==> config.mk <==
export PLATFORM = sky130hd
export DESIGN_NAME = bus_master_port
export DESIGN_NICKNAME = d
export VERILOG_FILES = /design/src/rtl/bus_master_port.sv
export SDC_FILE = /design/constraint.sdc
export NUM_CORES = 1
export LEC_CHECK = 0
export ABC_CLOCK_PERIOD_IN_PS = 5200
export BUFFER_PORTS_ARGS = -buffer_cell sky130_fd_sc_hd__buf_2
export CORE_MARGIN = 3
export CORE_UTILIZATION = 55
export DETAILED_ROUTE_END_ITERATION = 6
export HOLD_SLACK_MARGIN = 0.02
export PLACE_DENSITY = 0.78
export SLEW_MARGIN = 15
export SYNTH_ARGS = -nofsm -noshare
export SYNTH_HDL_FRONTEND = slang
export SYNTH_SLANG_ARGS = --single-unit
==> constraint.sdc <==
create_clock -name clk -period 5.2 [get_ports clk]
set_clock_uncertainty 0.1 [all_clocks]
set_input_delay 0.52 -clock clk [delete_from_list [all_inputs] [get_ports clk]]
set_output_delay 0.52 -clock clk [all_outputs]
set_load 0.05 [all_outputs]
==> src/rtl/bus_master_port.sv <==
// Master side of the serial request bus. Takes one parallel read or write
// request, handshakes it to the slave, shifts the address and write data
// out MSB first, shifts read data back in and returns a parallel response.
// A no-progress watchdog and a premature slave_tx_done abort with resp_err.
module bus_master_port #(
    parameter int ADDR_W  = 12,
    parameter int DATA_W  = 8,
    parameter int TIMEOUT = 256
) (
    input  logic              clk,
    input  logic              reset,
    input  logic              req_valid,
    output logic              req_ready,
    input  logic              req_write,
    input  logic [ADDR_W-1:0] req_addr,
    input  logic [DATA_W-1:0] req_wdata,
    output logic              resp_valid,
    input  logic              resp_ready,
    output logic [DATA_W-1:0] resp_rdata,
    output logic              resp_err,
    output logic              read_en,
    output logic              write_en,
    output logic              master_valid,
    output logic              master_ready,
    input  logic              slave_ready,
    input  logic              slave_valid,
    output logic              tx_address,
    output logic              tx_data,
    output logic              tx_burst,
    input  logic              rx_data,
    input  logic              slave_tx_done
);

    localparam int CNT_W = $clog2(TIMEOUT + 1);
    localparam int K_W   = $clog2(ADDR_W);
    localparam int S_W   = $clog2(DATA_W + 1);

    typedef enum logic [2:0] {
        S_IDLE,
        S_REQ,
        S_ADDR,
        S_WAIT,
        S_RDATA,
        S_DONE
    } state_t;

    state_t            state_q, state_d;
    logic              write_q, write_d;
    logic [ADDR_W-1:0] addr_q, addr_d;
    logic [DATA_W-1:0] wdata_q, wdata_d;
    logic [K_W-1:0]    k_q, k_d;
    logic [CNT_W-1:0]  cnt_q, cnt_d;
    logic [DATA_W-1:0] rx_q, rx_d;
    logic [S_W-1:0]    nsamp_q, nsamp_d;
    logic [DATA_W-1:0] rdata_q, rdata_d;
    logic              err_q, err_d;

    logic [CNT_W-1:0]  cnt_inc;
    logic              timed_out;
    logic              last_sample;

    assign cnt_inc     = cnt_q + CNT_W'(1);
    assign timed_out   = (cnt_inc == CNT_W'(TIMEOUT));
    assign last_sample = (nsamp_q == S_W'(DATA_W - 1));

    // Next-state, watchdog and datapath updates for the transaction FSM.
    always_comb begin
        // NOTE: every signal written here gets its hold value first, so no path leaves it unassigned and no latch is inferred.
        state_d = state_q;
        write_d = write_q;
        addr_d  = addr_q;
        wdata_d = wdata_q;
        k_d     = k_q;
        cnt_d   = cnt_q;
        rx_d    = rx_q;
        nsamp_d = nsamp_q;
        rdata_d = rdata_q;
        err_d   = err_q;

        case (state_q)
            S_IDLE: begin
                if (req_valid) begin
                    write_d = req_write;
                    addr_d  = req_addr;
                    wdata_d = req_wdata;
                    cnt_d   = '0;
                    state_d = S_REQ;
                end
            end
            S_REQ: begin
                if (slave_ready) begin
                    k_d     = '0;
                    cnt_d   = '0;
                    state_d = S_ADDR;
                end else if (timed_out) begin
                    err_d   = 1'b1;
                    rdata_d = '0;
                    state_d = S_DONE;
                end else begin
                    cnt_d = cnt_inc;
                end
            end
            S_ADDR: begin
                // Shift left with zero fill: tx_data runs out to 0 after DATA_W bits.
                addr_d  = addr_q << 1;
                wdata_d = wdata_q << 1;
                k_d     = k_q + K_W'(1);
                if (k_q == K_W'(ADDR_W - 1)) begin
                    cnt_d   = '0;
                    nsamp_d = '0;
                    state_d = S_WAIT;
                end
            end
            S_WAIT, S_RDATA: begin
                if (write_q) begin
                    if (slave_valid) begin
                        err_d   = 1'b0;
                        rdata_d = '0;
                        state_d = S_DONE;
                    end else if (timed_out) begin
                        err_d   = 1'b1;
                        rdata_d = '0;
                        state_d = S_DONE;
                    end else begin
                        cnt_d = cnt_inc;
                    end
                end else if (slave_valid && last_sample) begin
                    // A done strobe alongside the final bit is a clean finish.
                    err_d   = 1'b0;
                    rdata_d = {rx_q[DATA_W-2:0], rx_data};
                    state_d = S_DONE;
                end else if (slave_tx_done) begin
                    err_d   = 1'b1;
                    rdata_d = '0;
                    state_d = S_DONE;
                end else if (slave_valid) begin
                    rx_d    = {rx_q[DATA_W-2:0], rx_data};
                    nsamp_d = nsamp_q + S_W'(1);
                    cnt_d   = '0;
                    state_d = S_RDATA;
                end else if (timed_out) begin
                    err_d   = 1'b1;
                    rdata_d = '0;
                    state_d = S_DONE;
                end else begin
                    cnt_d = cnt_inc;
                end
            end
            S_DONE: begin
                if (resp_ready) begin
                    cnt_d   = '0;
                    state_d = S_IDLE;
                end
            end
            default: state_d = S_IDLE;
        endcase
    end

    // State and datapath registers; reset abandons any transaction in flight.
    always_ff @(posedge clk or posedge reset) begin
        if (reset) begin
            state_q <= S_IDLE;
            write_q <= 1'b0;
            addr_q  <= '0;
            wdata_q <= '0;
            k_q     <= '0;
            cnt_q   <= '0;
            rx_q    <= '0;
            nsamp_q <= '0;
            rdata_q <= '0;
            err_q   <= 1'b0;
        end else begin
            // NOTE: non-blocking assignments so every register updates from pre-edge values.
            state_q <= state_d;
            write_q <= write_d;
            addr_q  <= addr_d;
            wdata_q <= wdata_d;
            k_q     <= k_d;
            cnt_q   <= cnt_d;
            rx_q    <= rx_d;
            nsamp_q <= nsamp_d;
            rdata_q <= rdata_d;
            err_q   <= err_d;
        end
    end

    // Outputs are decoded from registers only, so they are glitch-free and drop at once on reset.
    assign req_ready    = (state_q == S_IDLE);
    assign resp_valid   = (state_q == S_DONE);
    assign resp_rdata   = (state_q == S_DONE) ? rdata_q : '0;
    assign resp_err     = (state_q == S_DONE) & err_q;
    assign master_valid = (state_q == S_REQ) | (state_q == S_ADDR);
    assign write_en     = write_q & ((state_q == S_REQ) | (state_q == S_ADDR) | (state_q == S_WAIT));
    assign read_en      = ~write_q & ((state_q == S_REQ) | (state_q == S_ADDR) |
                                      (state_q == S_WAIT) | (state_q == S_RDATA));
    assign master_ready = ~write_q & ((state_q == S_WAIT) | (state_q == S_RDATA));
    assign tx_address   = (state_q == S_ADDR) & addr_q[ADDR_W-1];
    assign tx_data      = (state_q == S_ADDR) & write_q & wdata_q[DATA_W-1];
    assign tx_burst     = 1'b0;

endmodule

==> impl_results.md <==
* Run status: finished clean
* Post-route fraction of the period consumed by the critical path at 53.8%
* Initial DRC count at 255
* Power density over the cells at 549 nW/µm²
* Final design utilization at 67.6%
* Number of antenna violations at the first check in global routing at 0
* Number of primary I/O pins at 47
* Mapped Nets at 342
* Most instantiated flip-flop cell in the synthesis netlist: sky130_fd_sc_hd__dfrtp_1
* Placed wire-length estimate at 4520 µm
* Routed length per placed instance at 15.2 µm
* Maximum vdd ir drop at 0.337 mV
* Buffers inserted by post-CTS timing repair at 0
* RePlAce Congestion at 0.860
* Gate Count Post-Synth at 310
* Compound-Gate Fraction of Synth Area at 18.6%
* Reg2Reg Launch Point: state_q[2]
* Fill count at 429
* Critical path endpoint category: output pin
* Drt via density at 5.79
* Max Cap Viol at 0
* Hold-fix buffers at CTS at 0
* Layout net count at 385
* Seq. cell area at 1430 µm²
* Number of synthesized register bits at 57
* Global-route wire length before repair at 11000 µm
* Residual DRC count at 0
* Count of instances resized after the clock tree is built at 0
* Class of the most critical setup path: flip-flop to output pin
* Unique cell type count in the Yosys netlist at 51
* Leakage power at 1.64 nW
* Count of input and output buffers at 45
* Clock tree from TritonCTS: yes
* Total CTS buffers at 9
* Die span in x at 79.9 µm
* Count of vias placed by the detailed router at 2478
* Class of the worst hold path: input pin to async pin
* Cell types occupying the most area after synthesis: sky130_fd_sc_hd__dfrtp_1 (48%), sky130_fd_sc_hd__o21ai_0 (6.5%), sky130_fd_sc_hd__mux2i_1 (6.3%)
* Setup repair after global routing missed its margin: false
* Simple-gate area share of the yosys netlist at 19.3%
* Total area of multi-input combinational cells at 1490 µm²
* Avg Inst Size Synth at 9.69 µm²
* Netlist area before placement at 3000 µm²
* Die Span Y at 79.9 µm
* Clk pin slew, worst setup/hold paths at 70 ps
* H-tree depth at 3
* Synth-to-layout area growth at 17.1%
* Endpoint of the worst register-to-register path: cnt_q[0]
* Endpoints failing hold at 0
* Setup slack on the worst flop-to-flop path at 2510 ps
* Slew at the pin closest to its max-slew limit at 944 ps
* Main combinational cell family by area after synthesis: simple AND/OR/NAND/NOR gates
* Critical Path RT at 4580 ps
* Fraction of synthesized cell area in xor and xnor cells at 0.583%
* Sequential cell area fraction in the yosys report at 47.5%
* CP Launch Type: flip-flop
* Worst Path Arrival at 2180 ps
* FFs w/ async S/R, synth at 100%
* Largest net degree at the start of global routing at 58
* Num Clock Sinks at 57
* Final count of pins violating max slew at 0
* Total global routing overflow at 0
* Initial Utilization at 57.7%
* Count of warnings emitted by yosys at 0
* Clock Tree Root: sky130_fd_sc_hd__clkbuf_8
* Core region area at 5200 µm²
* Most common cell after layout, fill and taps aside: sky130_fd_sc_hd__dfrtp_1
* Row Count at 26
* Most area-hungry cell type in the Yosys netlist: sky130_fd_sc_hd__dfrtp_1
* CTS Buffer Depth at 2
* Highest attainable clock frequency at 0.358 GHz
* Die Area at 6380 µm²
* Sum Neg Setup Slack at 0 ps
* Top cell type's share of synthesized area at 47.5%
* Fraction of final layout cells sized beyond drive strength 1 at 22.9%
* Leading cell types in the layout, fill and taps excluded: sky130_fd_sc_hd__dfrtp_1 (57), sky130_fd_sc_hd__buf_2 (45), sky130_fd_sc_hd__o21ai_0 (39)
* Multiplexer area fraction after synthesis at 9.71%
* Count of flip-flops with a built-in enable after synthesis at 0
* Number of iterations in the first detailed-routing pass at 4
* Clock Latency Late Sink at 330 ps
* Final wirelength at 6500 µm
* Number of cells on the worst reg-to-reg path at 5
* Number of antenna cells inserted at 0
* Number of global-route vias before repair at 2371
* Final setup violation count at 0
* Relative slew slack at 36.6%
* Maximum fanout count along the critical path at 41
* Total routing resource utilization after global routing at 22.0%
* Fraction of the mapped netlist area in adder cells at 1.25%
* Minimum clock period at 2800 ps
* Post-DRT Antenna Nets at 0
metrics by stage:
stage / setup WS [ps] / hold WS, ps / total power [mW] / area [µm²] / std cells
2_1_floorplan: 2260 / 349 / 1.26 / 3000 / 310
3_3_place_gp: 2580 / 354 / 1.41 / 3270 / 412
3_5_place_dp: 2530 / 371 / 1.43 / 3270 / 412
4_1_cts: 2430 / 292 / 1.94 / 3520 / 428
5_1_grt: 2140 / 317 / 2.07 / 3520 / 428
6_report: 2400 / 288 / 1.93 / 3520 / 428
synth_stat cells, types with 2 or more instances:
| library cell | count |
|---|---|
| sky130_fd_sc_hd__a21boi_0 | 2 |
| sky130_fd_sc_hd__clkbuf_1 | 11 |
| sky130_fd_sc_hd__mux2i_1 | 19 |
| sky130_fd_sc_hd__a211oi_1 | 2 |
| sky130_fd_sc_hd__nor3_1 | 9 |
| sky130_fd_sc_hd__nor2_1 | 14 |
| sky130_fd_sc_hd__o31ai_1 | 2 |
| sky130_fd_sc_hd__buf_2 | 3 |
| sky130_fd_sc_hd__and2_1 | 3 |
| sky130_fd_sc_hd__o22ai_1 | 4 |
| sky130_fd_sc_hd__o21a_1 | 2 |
| sky130_fd_sc_hd__or4_1 | 2 |
| sky130_fd_sc_hd__nand3_1 | 5 |
| sky130_fd_sc_hd__nor4_1 | 2 |
| sky130_fd_sc_hd__nand4_1 | 2 |
| sky130_fd_sc_hd__o2bb2ai_1 | 3 |
| sky130_fd_sc_hd__a21oi_1 | 8 |
| sky130_fd_sc_hd__dfrtp_1 | 57 |
| sky130_fd_sc_hd__ha_1 | 3 |
| sky130_fd_sc_hd__nand2b_1 | 6 |
| sky130_fd_sc_hd__o21ai_0 | 39 |
| sky130_fd_sc_hd__nand4b_1 | 2 |
| sky130_fd_sc_hd__mux2_2 | 9 |
| sky130_fd_sc_hd__nor2b_1 | 3 |
| sky130_fd_sc_hd__a22oi_1 | 3 |
| sky130_fd_sc_hd__and3b_1 | 3 |
| sky130_fd_sc_hd__nand2_1 | 38 |
| sky130_fd_sc_hd__inv_1 | 7 |
| sky130_fd_sc_hd__a22o_1 | 12 |
| sky130_fd_sc_hd__and3_1 | 14 |
worst max-delay path, cell delays in order (launching register included):
cell and delay, ps:
sky130_fd_sc_hd__dfrtp_1 620, sky130_fd_sc_hd__inv_1 170, sky130_fd_sc_hd__nor3_2 200, sky130_fd_sc_hd__buf_4 350
sky130_fd_sc_hd__and3_1 220, sky130_fd_sc_hd__buf_2 270
cells by family (layout without fill, tap and decap cells):
kind of cell | count (synthesis) | count (layout)
other | 1 | 1
AND/OR/NAND/NOR | 111 | 111
buffers and inverters | 22 | 70
XOR/XNOR | 2 | 2
adder cells (fa/ha/maj) | 3 | 3
multiplexers | 28 | 28
flip-flops | 57 | 57
AO/OA/AOI/OAI | 86 | 86
cell type report:
class                           count  share of cell area [%]
Clock buffer                       11                    4.02
Clock inverter                      5                    2.92
Inverter                            7                   0.747
Multi-Input combinational cell    231                    42.4
Sequential cell                    57                    40.6
Tap cell                           70                    2.49
Timing Repair Buffer               47                    6.83
layer usage:
| metal | wire, µm | part of all wire, % | GRT usage (%) | vias up |
|---|---|---|---|---|
| li1 | - | - | - | 1220 |
| met3 | 311 | 4.8 | 4.63 | 8 |
| met5 | 0 | 0 | 0 | - |
| met1 | 3040 | 47 | 29.9 | 1189 |
| met2 | 3050 | 47 | 33.6 | 61 |
| met4 | 99 | 1.5 | 10.1 | 0 |
power by group:
group	internal [mW]	switching, mW	leakage, nW
logic	0.263	0.443	0.775
registers	0.582	0.137	0.746
clock network	0.331	0.175	0.120
sequential cells by signal (all words and copies together) (netlist names):
name	flops
wdata_q	8
k_q	4
nsamp_q	4
rx_q	7
err_q	1
state_q	3
write_q	1
cnt_q	9
addr_q	12
rdata_q	8
how the worst max path moves through the flow:
stage | cells after the start | from | slack [ps] | endpoint
finish | 5 | state_q[1] | 2400 | tx_data
global route | 5 | state_q[2] | 2140 | cnt_q[0]
global placement | 5 | state_q[2] | 2580 | cnt_q[0]
detailed placement | 5 | state_q[2] | 2530 | cnt_q[0]
floorplan | 4 | state_q[2] | 2260 | read_en
CTS | 5 | state_q[1] | 2430 | tx_data
Power figures use the tool's default switching activity.
